## src/rtl/sync_fifo_pro.sv

```systemverilog
// Single-clock FIFO with occupancy count, almost-full/almost-empty thresholds,
// optional first-word-fall-through read, sticky error flags and synchronous flush.
module sync_fifo_pro #(
    parameter int unsigned WIDTH     = 8,
    parameter int unsigned DEPTH     = 32,
    parameter int unsigned FWFT      = 0,
    parameter int unsigned AFULL_TH  = DEPTH - 2,
    parameter int unsigned AEMPTY_TH = 2
) (
    input  logic                     clk,
    input  logic                     rst,
    input  logic                     cs,
    input  logic                     flush,
    input  logic                     wr_enb,
    input  logic                     rd_enb,
    input  logic [WIDTH-1:0]         data_in,
    output logic [WIDTH-1:0]         data_out,
    output logic                     full,
    output logic                     empty,
    output logic                     almost_full,
    output logic                     almost_empty,
    output logic [$clog2(DEPTH):0]   count,
    output logic                     overflow,
    output logic                     underflow
);

    localparam int unsigned AW = $clog2(DEPTH);
    localparam int unsigned PW = AW + 1;

    logic [WIDTH-1:0] mem [DEPTH];
    logic [PW-1:0]    wr_ptr, rd_ptr, count_q;
    logic [PW-1:0]    wr_ptr_d, rd_ptr_d, count_d;
    logic             overflow_d, underflow_d;
    logic             rd_acc, wr_acc;

    // Status decodes from the registered count only
    assign count        = count_q;
    assign full         = (count_q == PW'(DEPTH));
    assign empty        = (count_q == '0);
    assign almost_full  = (count_q >= PW'(AFULL_TH));
    assign almost_empty = (count_q <= PW'(AEMPTY_TH));

    // A write into a full FIFO still lands when a read frees a slot this cycle
    assign rd_acc = cs & rd_enb & ~empty;
    assign wr_acc = cs & wr_enb & (~full | rd_acc);

    always_comb begin
        wr_ptr_d    = wr_ptr;
        rd_ptr_d    = rd_ptr;
        count_d     = count_q;
        overflow_d  = overflow;
        underflow_d = underflow;
        if (flush) begin
            wr_ptr_d    = '0;
            rd_ptr_d    = '0;
            count_d     = '0;
            overflow_d  = 1'b0;
            underflow_d = 1'b0;
        end else begin
            if (wr_acc) wr_ptr_d = wr_ptr + PW'(1);
            if (rd_acc) rd_ptr_d = rd_ptr + PW'(1);
            case ({wr_acc, rd_acc})
                2'b10:   count_d = count_q + PW'(1);
                2'b01:   count_d = count_q - PW'(1);
                default: count_d = count_q;
            endcase
            if (cs & wr_enb & ~wr_acc) overflow_d  = 1'b1;
            if (cs & rd_enb & empty)   underflow_d = 1'b1;
        end
    end

    always_ff @(posedge clk or negedge rst) begin
        if (!rst) begin
            wr_ptr    <= '0;
            rd_ptr    <= '0;
            count_q   <= '0;
            overflow  <= 1'b0;
            underflow <= 1'b0;
        end else begin
            wr_ptr    <= wr_ptr_d;
            rd_ptr    <= rd_ptr_d;
            count_q   <= count_d;
            overflow  <= overflow_d;
            underflow <= underflow_d;
        end
    end

    // Storage array carries no reset; contents are only meaningful below count
    always_ff @(posedge clk) begin
        if (wr_acc && !flush) mem[wr_ptr[AW-1:0]] <= data_in;
    end

    generate
        if (FWFT != 0) begin : g_fwft
            assign data_out = empty ? '0 : mem[rd_ptr[AW-1:0]];
        end else begin : g_std
            logic [WIDTH-1:0] dout_q;
            always_ff @(posedge clk or negedge rst) begin
                if (!rst)        dout_q <= '0;
                else if (flush)  dout_q <= '0;
                else if (rd_acc) dout_q <= mem[rd_ptr[AW-1:0]];
            end
            assign data_out = dout_q;
        end
    endgenerate

    // Wrap-bit pointer difference must always agree with the count register
    ptr_count_consistent: assert property (@(posedge clk) disable iff (!rst)
        count_q == PW'(wr_ptr - rd_ptr));

endmodule

```

## config.mk

```make
export PLATFORM = sky130hd
export DESIGN_NAME = sync_fifo_pro
export DESIGN_NICKNAME = d
export VERILOG_FILES = /design/src/rtl/sync_fifo_pro.sv
export SDC_FILE = /design/constraint.sdc
export NUM_CORES = 1
export LEC_CHECK = 0
export BUFFER_PORTS_ARGS = -buffer_cell sky130_fd_sc_hd__buf_4
export CORE_ASPECT_RATIO = 1.2
export CORE_UTILIZATION = 55
export CTS_BUF_LIST = sky130_fd_sc_hd__clkbuf_16
export CTS_CLUSTER_DIAMETER = 30
export DETAILED_ROUTE_END_ITERATION = 8
export GPL_ROUTABILITY_DRIVEN = 1
export GPL_TIMING_DRIVEN = 0
export HOLD_SLACK_MARGIN = 0.02
export PLACE_DENSITY = 0.82
export SLEW_MARGIN = 30
export SYNTH_ARGS = -nofsm -noshare
export SYNTH_HDL_FRONTEND = slang
export SYNTH_SLANG_ARGS = --single-unit
```

## constraint.sdc

```tcl
create_clock -name clk -period 3.2 [get_ports clk]
set_clock_uncertainty 0.1 [all_clocks]
set_input_delay 0.48 -clock clk [delete_from_list [all_inputs] [get_ports clk]]
set_output_delay 0.48 -clock clk [all_outputs]
set_load 0.02 [all_outputs]
```

-- After elaboration in Yosys (flattened, before gate mapping)
Memories as Yosys holds them, arrays and structs flattened.
Cells that the tools add are included.
- output and inout port bits: 20
- register bits after elaboration: 28
- bits in writable memories: 256
- memories kept: 1
- input port bits: 14
- logic and storage cells: 48
- muxes and demuxes: 14
- bitwise logic cells: 10
- add/subtract/negate cells: 4
- equality and inequality tests: 3
- order comparisons: 2
- reduce and logical (&&, ||, !) cells: 8
- memory list (name ; depth ; width ; read ports ; clocked after memory_dff ; wr ports ; RTL line ; RTL):
    mem ; 32 ; 8 ; 1 ; 0 ; 1 ; 30 ; logic [WIDTH-1:0] mem [DEPTH];
- operators with widths (kind ; number):
    $mux W6 ; 5
    $add A6 B1 Y6 const B ; 3
    $mux W8 ; 2
    $pmux W6 S2 ; 1
    $reduce_bool A2 Y1 ; 4
    $and A1 B1 Y1 ; 6
    $eq A6 B6 Y1 const B ; 1
    $ge A6 B5 Y1 const B ; 1
    $le A6 B2 Y1 const B ; 1
    $logic_not A6 Y1 ; 1
    $mux W1 ; 6
    $sub A6 B1 Y6 const B ; 1
    $not A1 Y1 ; 3
    $reduce_bool A3 Y1 ; 1
    $eq A2 B1 Y1 const B ; 1
    $eq A2 B2 Y1 const B ; 1
    $logic_and A1 B1 Y1 ; 1
    $logic_not A1 Y1 ; 1
    $or A1 B1 Y1 ; 1

-- Depth between registers and ports, before layout
Gate-level depths: netlist of the first run.
- depth after elaboration: 9
- depth in mapped cells: 8
- gate-level depth less buffers: 8

-- Least setup slack after synthesis of the first run
No wires, ideal clock.
- path kind: register to register
- from: register count_q[1], in the netlist count[1]
- to: register count_q[5], in the netlist count[5]
- required time: 2974 ps
- path slack: 429 ps
- setup time: 126 ps
- buffers on the path: 0
- data arrival time: 2545 ps
- stages on the path, launching flop included: 9
- period minus slack after synthesis: 2771 ps
- cell sequence: dfrtp_1 nor2_1 a211oi_2 ha_1 a21o_1 o21ba_2 o22ai_1 mux2i_1 a311o_1
- longest elaborated chain between the ends: 8
- elaborated cells on any way between the ends: 14
- classes of those cells: 2 x add/sub; 3 x eq/ne; 2 x mux; 5 x bitwise; 2 x reduce/logical
- RTL lines (what ; RTL line ; RTL):
    start, declared ; 31 ; logic [PW-1:0] wr_ptr, rd_ptr, count_q;
    start signal, assigned ; 82 ; count_q <= count_d;
    $logic_not A6 Y1 ; 39 ; assign empty = (count_q == '0);
    $not A1 Y1 ; 44 ; assign rd_acc = cs & rd_enb & ~empty;
    $and A1 B1 Y1 ; 44 ;
    $or A1 B1 Y1 ; 45 ; assign wr_acc = cs & wr_enb & (~full | rd_acc);
    $and A1 B1 Y1 ; 45 ;
    $eq A2 B1 Y1 / $eq A2 B2 Y1 (equally long branches) ; 62 ; case ({wr_acc, rd_acc})
    $pmux W6 S2 ; 62 ;
    $mux W6 ; 53 ; if (flush) begin
Parallel ways exist; a longest one is shown, timed or not.
A chain may end at the register's enable or synchronous reset.

-- Worst setup path after layout of the first run
- from: register count_q[1], in the netlist count[1]
- to: memory mem[31][2] (enable)
- longest elaborated chain between the ends: 8
- elaborated cells on any way between the ends: 10
- classes of those cells: 1 x eq/ne; 2 x mux; 5 x bitwise; 2 x reduce/logical
- RTL lines (what ; RTL line ; RTL):
    $logic_not A6 Y1 ; 39 ;
    $not A1 Y1 ; 44 ;
    $and A1 B1 Y1 ; 44 ;
    $or A1 B1 Y1 (*) ; 45 ;
    $and A1 B1 Y1 (*) ; 45 ;
    $logic_and A1 B1 Y1 (*) ; 90 ; if (wr_acc && !flush) mem[wr_ptr[AW-1:0]] <= data_in;
    $mux W1 (*) ; 90 ;
    $mux W1 (implied by the code) (*) ; 90 ;
    end, declared ; 30 ;
Mark *: on every way between the ends. The rest lies on a longest branch, timed or not.

==> impl_metrics.toml, run 1 <==
[power]
power_density_nw_per_um2 = 686
p_leak_nw = 4.36
ir_worst_vdd_uv = 476

[global_route]
grt_remaining_overflow = 0
grt_pass1_vias = 6705
grt_max_degree = 33
antenna_found_initial = 0
grt_usage_pct = 24.8
grt_pass1_wl_um = 39000

[placement]
gp_congestion = 0.913
io_buffers = 33
hpwl_um = 16100
pre_cts_ws_ns = 0.0615
postPlaceCellArea_um2 = 11900
placed_cells = 934

[logic_synthesis]
syn_nets = 660
avgSynthCellArea_um2 = 17.9
yosys.area.top_type_share_pct = 67.7
synth_top_area_cell = "edfxtp_1"
ys_top_cells_by_area = "edfxtp_1 68%, mux4_2 7.9%, dfrtp_1 5.7%, mux2i_1 5.1%, nor2_1 2.1%"
synth_seq_cells = 282
synthCells = 636
async_flop_share_pct = 9.22
synth_cell_types = 50
ys.warnings.count = 0
synth-seq-area-share_pct = 73.4
synth-main-ff-cell = "edfxtp_1"
synth_edf_count = 256
synth_area_um2 = 11400

[clocking]
htree_levels = 2
clockRootBuffer = "clkbuf_16"
cts_made_buffers = 36
clock_latency_ns = 0.51
cts_num_sinks = 282
cts_setup_buffers = 0
cts_tree = "yes"
clock_path_buffers = 3
path_clk_slew_ns = 0.07

[cells_and_area]
nFillCells = 1317
final_nets = 732
fin_area_um2 = 13200
final_cell_mix = "256 x edfxtp_1, 58 x mux2i_1, 48 x nor2_1, 40 x mux4_2, 37 x clkbuf_16"
final_common_cell = "edfxtp_1"
areaGrowthSynthToFinish_pct = 15.9
drive_gt1_share_pct = 23.6
final_util_pct = 65.0
multi_input_area_um2 = 2900
fin_cells = 1000
ff_latch_area_um2 = 8340

[run_status]
outcome = "finished, violations left"
violations = "negative setup slack"

[sta]
setup-tns-final_ns = -0.657
timing.fmax_mhz = 306
slew_viol_final = 0
setup_viol = 16
hold_violations = 0
finalCritPeriodShare_pct = 102
rsz0062_at_grt = "true"
max_slew_margin_pct = 39.9
period_needed_ns = 3.27
max_slew.worst_pin.slew_ns = 0.897
fin_ws_ns = -0.0689

[worst_hold_path]
holdCritPathClass = "input pin to flop"

[detailed_routing]
ant_nets = 0
via_count = 6265
dr_wl_met3_um = 1770
via_per_inst = 6.27
highest_layer = "met4"
drt_pass1_iterations = 5
drt_iter0_markers = 651
wire_per_inst_um = 25.3
totalWireLength_um = 25300
drc = 0
wl_met1_um = 9300
wl_met2_um = 13200

[critical_path]
crit_top_cell = "nor2_1"
crit_required_ns = 3.22
path_cells = "nor2_1 > a41oi_2 > nor2b_1 > nand2_1 > nor2_1"
crit_type = "flop to flop"
critPathTopFamily = "simple AND/OR/NAND/NOR gates"
path_max_fanout = 8
start_kind = "flop"
slowest_delay_ns = 0.81
crit_buf_inv = 0
critPathSlowestCell = "nor2_1"
cp.arrival_ns = 3.29
end_kind = "flop"

[floorplan]
dieArea_um2 = 21200
io_pins = 34
die_h_um = 159
die_w_um = 133
coreArea_um2 = 20300
rows = 57
start_util_pct = 56.1

[flow_run]
max_cap_viol_count = 0
[where the power goes]
group          total (mW)  switching (mW)  internal, mW
logic               0.954           0.554         0.400
clock network        3.91            1.53          2.38
registers            4.17          0.0965          4.07
total                9.03            2.18          6.85
[Yosys cell counts (all sizes together) (3+ instances only)]
| master | count |
|---|---|
| nand3b | 6 |
| edfxtp | 256 |
| a32o | 8 |
| xnor2 | 5 |
| a22oi | 8 |
| mux2i | 58 |
| or3 | 3 |
| a211oi | 9 |
| clkbuf | 11 |
| a21oi | 7 |
| xor2 | 6 |
| mux4 | 40 |
| nor2b | 3 |
| nand2 | 19 |
| or3b | 3 |
| o21ai | 18 |
| buf | 20 |
| nor2 | 64 |
| dfrtp | 26 |
| nor3 | 10 |
| ha | 9 |
| nand4 | 3 |
| inv | 4 |
| o22ai | 16 |
[kinds of logic (layout without fill, tap and decap cells)]
family | after synthesis | after routing | share of synthesized area (%)
flops | 282 | 282 | 73.4
simple gates | 121 | 121 | 5.03
mux | 100 | 100 | 13.3
compound gates | 77 | 77 | 4.76
buf+inv | 35 | 133 | 1.47
xor+xnor | 11 | 11 | 0.848
fa+ha+maj | 10 | 10 | 1.17
other cells | 0 | 1 | 0
[what timing repair did]
action,in CTS,in global routing
setup endpoints to repair,0,225
endpoints found under the hold margin,26,0
hold buffers,1,0
gates resized for setup,0,16
[per-stage QoR]
step / total power, mW / hold WS, ns
floorplan: 4.82 / 0.0844
global placement: 5.13 / 0.301
detailed placement: 5.18 / 0.308
CTS: 9.04 / 0.296
global route: 9.25 / 0.313
finish: 9.03 / 0.310
[final timing paths]
kind                                                 to  slack, ns                     from  cells past startpoint
worst min-delay path               mem[25][1]$_DFFE_PP_       0.31               data_in[1]                      1
worst min register to register  data_out[3]$_DFFE_PN0P_       0.42  data_out[3]$_DFFE_PN0P_                      1
worst max-delay path               mem[31][2]$_DFFE_PP_      -0.07     count[1]$_DFFE_PN0P_                      5
max in group asynchronous          count[1]$_DFFE_PN0P_       2.39                      rst                      2
min in group asynchronous       data_out[2]$_DFFE_PN0P_       0.33                      rst                      2
worst max register to register     mem[31][2]$_DFFE_PP_      -0.07     count[1]$_DFFE_PN0P_                      5
[final cells by class]
class | count | area share [%]
Sequential cell | 282 | 63.3
Multi-Input combinational cell | 319 | 22.0
Clock buffer | 37 | 7.03
Tap cell | 265 | 2.52
Timing Repair Buffer | 34 | 1.96
Clock inverter | 27 | 1.86
Buffer | 31 | 1.15
Inverter | 4 | 0.114
Antenna cell | 1 | 0.0190
[metal layers]
layer  track usage [%]  vias to the layer above
li1                  -                     2689
met1              31.0                     3164
met2              42.5                      330
met3              3.66                       82
met4              11.9                        0
met5                 0                        -
[state kept, by name, indices dropped and copies added (netlist names)]
name and count:
mem 256, data_out 8, count 6, rd_ptr 5, wr_ptr 5, overflow 1
underflow 1
No activity file was read; power rests on OpenSTA's default activity.
==> run 2: changes to the inputs <==
- CTS_BUF_LIST: sky130_fd_sc_hd__clkbuf_16 -> default
- PLACE_DENSITY: 0.82 -> 0.75
==> run 2 against run 1 <==
Against the previous run: the run now ends clean; register-to-register slack improved by 0.13 ns; wire length decreased by 6.4%; sequential power about the same; sequential share of layout area grew 0.46 points; global-route usage is 1.4 points lower; cell count is 0.20% lower; setup slack better by 0.13 ns; final area shrank 0.72%; critical path type unchanged.
==> impl_metrics.toml, run 2 (synthesized netlist as in run 1, its figures left out) <==
[run_status]
outcome = "complete, no violations"

[clocking]
path_clk_slew_ns = 0.06
cts_tree = "yes"
clock_path_buffers = 3
cts_made_buffers = 35
clockRootBuffer = "clkbuf_16"
clock_latency_ns = 0.51
htree_levels = 2
cts_num_sinks = 282
cts_setup_buffers = 0

[cells_and_area]
drive_gt1_share_pct = 22.0
final_common_cell = "edfxtp_1"
largest_register_ffs = 256
final_cell_mix = "256 x edfxtp_1, 58 x mux2i_1, 57 x nor2_1, 40 x mux4_2"
areaGrowthSynthToFinish_pct = 15.1
antenna_cells = 0
fin_cells = 998
final_util_pct = 64.5
final_nets = 731

[power]
total_power_mw = 8.78
power_density_nw_per_um2 = 672
p_leak_nw = 4.32
ir_worst_vdd_uv = 406

[sta]
max_slew.worst_pin.slew_ns = 0.898
setup_viol = 0
finalCritPeriodShare_pct = 98.2
rsz0062_at_grt = "true"
hold_violations = 0
max_slew_margin_pct = 39.7
period_needed_ns = 3.14
timing.fmax_mhz = 318
slew_viol_final = 0

[floorplan]
coreArea_um2 = 20300
die_h_um = 159
dieArea_um2 = 21200
start_util_pct = 56.1
die_w_um = 133
io_pins = 34
rows = 57

[detailed_routing]
ant_nets = 0
highest_layer = "met4"
drc = 0
wl_met1_um = 9260
wire_per_inst_um = 23.7
via_count = 6154
totalWireLength_um = 23700
drt_pass1_iterations = 5
wl_met2_um = 11900
via_per_inst = 6.17
drt_iter0_markers = 541
dr_wl_met3_um = 1510

[critical_path]
rrSetupSlack_ns = 0.06
crit_start = "count[1]$_DFFE_PN0P_"
crit_type = "flop to flop"
r2r_end = "mem[3][1]$_DFFE_PP_"
reg2reg_depth = 5
regToRegStartpoint = "count[1]$_DFFE_PN0P_"
crit_required_ns = 3.23
start_kind = "flop"
path_max_fanout = 8
cp.arrival_ns = 3.17
end_kind = "flop"

[global_route]
grt_remaining_overflow = 0
antenna_found_initial = 0
grt_pass1_vias = 6311
grt_max_degree = 33
grt_usage_pct = 23.4
grt_pass1_wl_um = 36700

[placement]
placed_cells = 934
hpwl_um = 15500
io_buffers = 33
gp_congestion = 0.882

[worst_hold_path]
min_to = "mem[31][1]$_DFFE_PP_"
min_from = "data_in[1]"
hold_depth = 1
holdCritPathClass = "input pin to flop"

[flow_run]
max_cap_viol_count = 0
==> run 2: cell count changes in the layout (fill, tap and decap cells not counted), sizes merged <==
cell / delta
clkinvlp: -3
inv: -3
clkinv: +1
clkbuf: +6
bufinv: -2
diode: -1
==> run 2: where the power goes <==
part / total [mW] / internal (mW) / switching [mW]
clock network: 3.69 / 2.19 / 1.50
registers: 4.16 / 4.07 / 0.0909
logic: 0.923 / 0.397 / 0.526
total: 8.78 / 6.66 / 2.12
==> run 2: how the worst max path moves through the flow <==
stage                                       to  slack [ns]  cells after the start
after floorplan           count[5]$_DFFE_PN0P_        0.43                      8
after global placement    count[5]$_DFFE_PN0P_        0.21                      9
after global routing      mem[25][0]$_DFFE_PP_       -0.06                      5
after detailed placement   mem[5][6]$_DFFE_PP_        0.13                      6
final                      mem[3][1]$_DFFE_PP_        0.06                      5
after CTS                  mem[5][1]$_DFFE_PP_        0.13                      5
==> run 2: area by class of cell <==
cell class                 instances  area [µm²]
sequential                       282        8340
fill                            1347        7180
multi-input combinational        319        2870
clock buffer                      43         927
tap                              265         332
timing repair buffer              34         258
clock inverter                    20         179
buffer                            31         151
inverter                           4        15.0
==> run 2: per-layer routing <==
layer  vias to the layer above  global-route usage, %
met5                         -                      0
li1                       2693                      -
met3                        82                   4.20
met2                       282                   38.9
met4                         0                   10.5
met1                      3097                   30.4
==> run 2: worst max-delay path, cell delays in order (launching register included) <==
cell and delay (ns):
dfrtp_1 0.52, nor2_1 0.18, a41oi_2 0.41, nor2b_1 0.36, nand2_1 0.41, nor2_1 0.76
==> run 2: per-stage QoR <==
step	instance area (µm²)	TNS, ns	hold WS, ns	worst slack (ns)
2_1_floorplan	11400	0	0.0844	0.429
3_3_place_gp	11900	0	0.308	0.215
3_5_place_dp	11900	0	0.315	0.130
4_1_cts	13100	0	0.283	0.129
5_1_grt	13100	-2.58	0.296	-0.0553
6_report	13100	0	0.296	0.0589
==> run 2: repair_timing <==
action / 4_1_cts / 5_1_grt
endpoints found under the hold margin: 26 / 0
setup endpoints to repair: 0 / 81
hold buffers: 1 / 0
resized for setup: 0 / 7
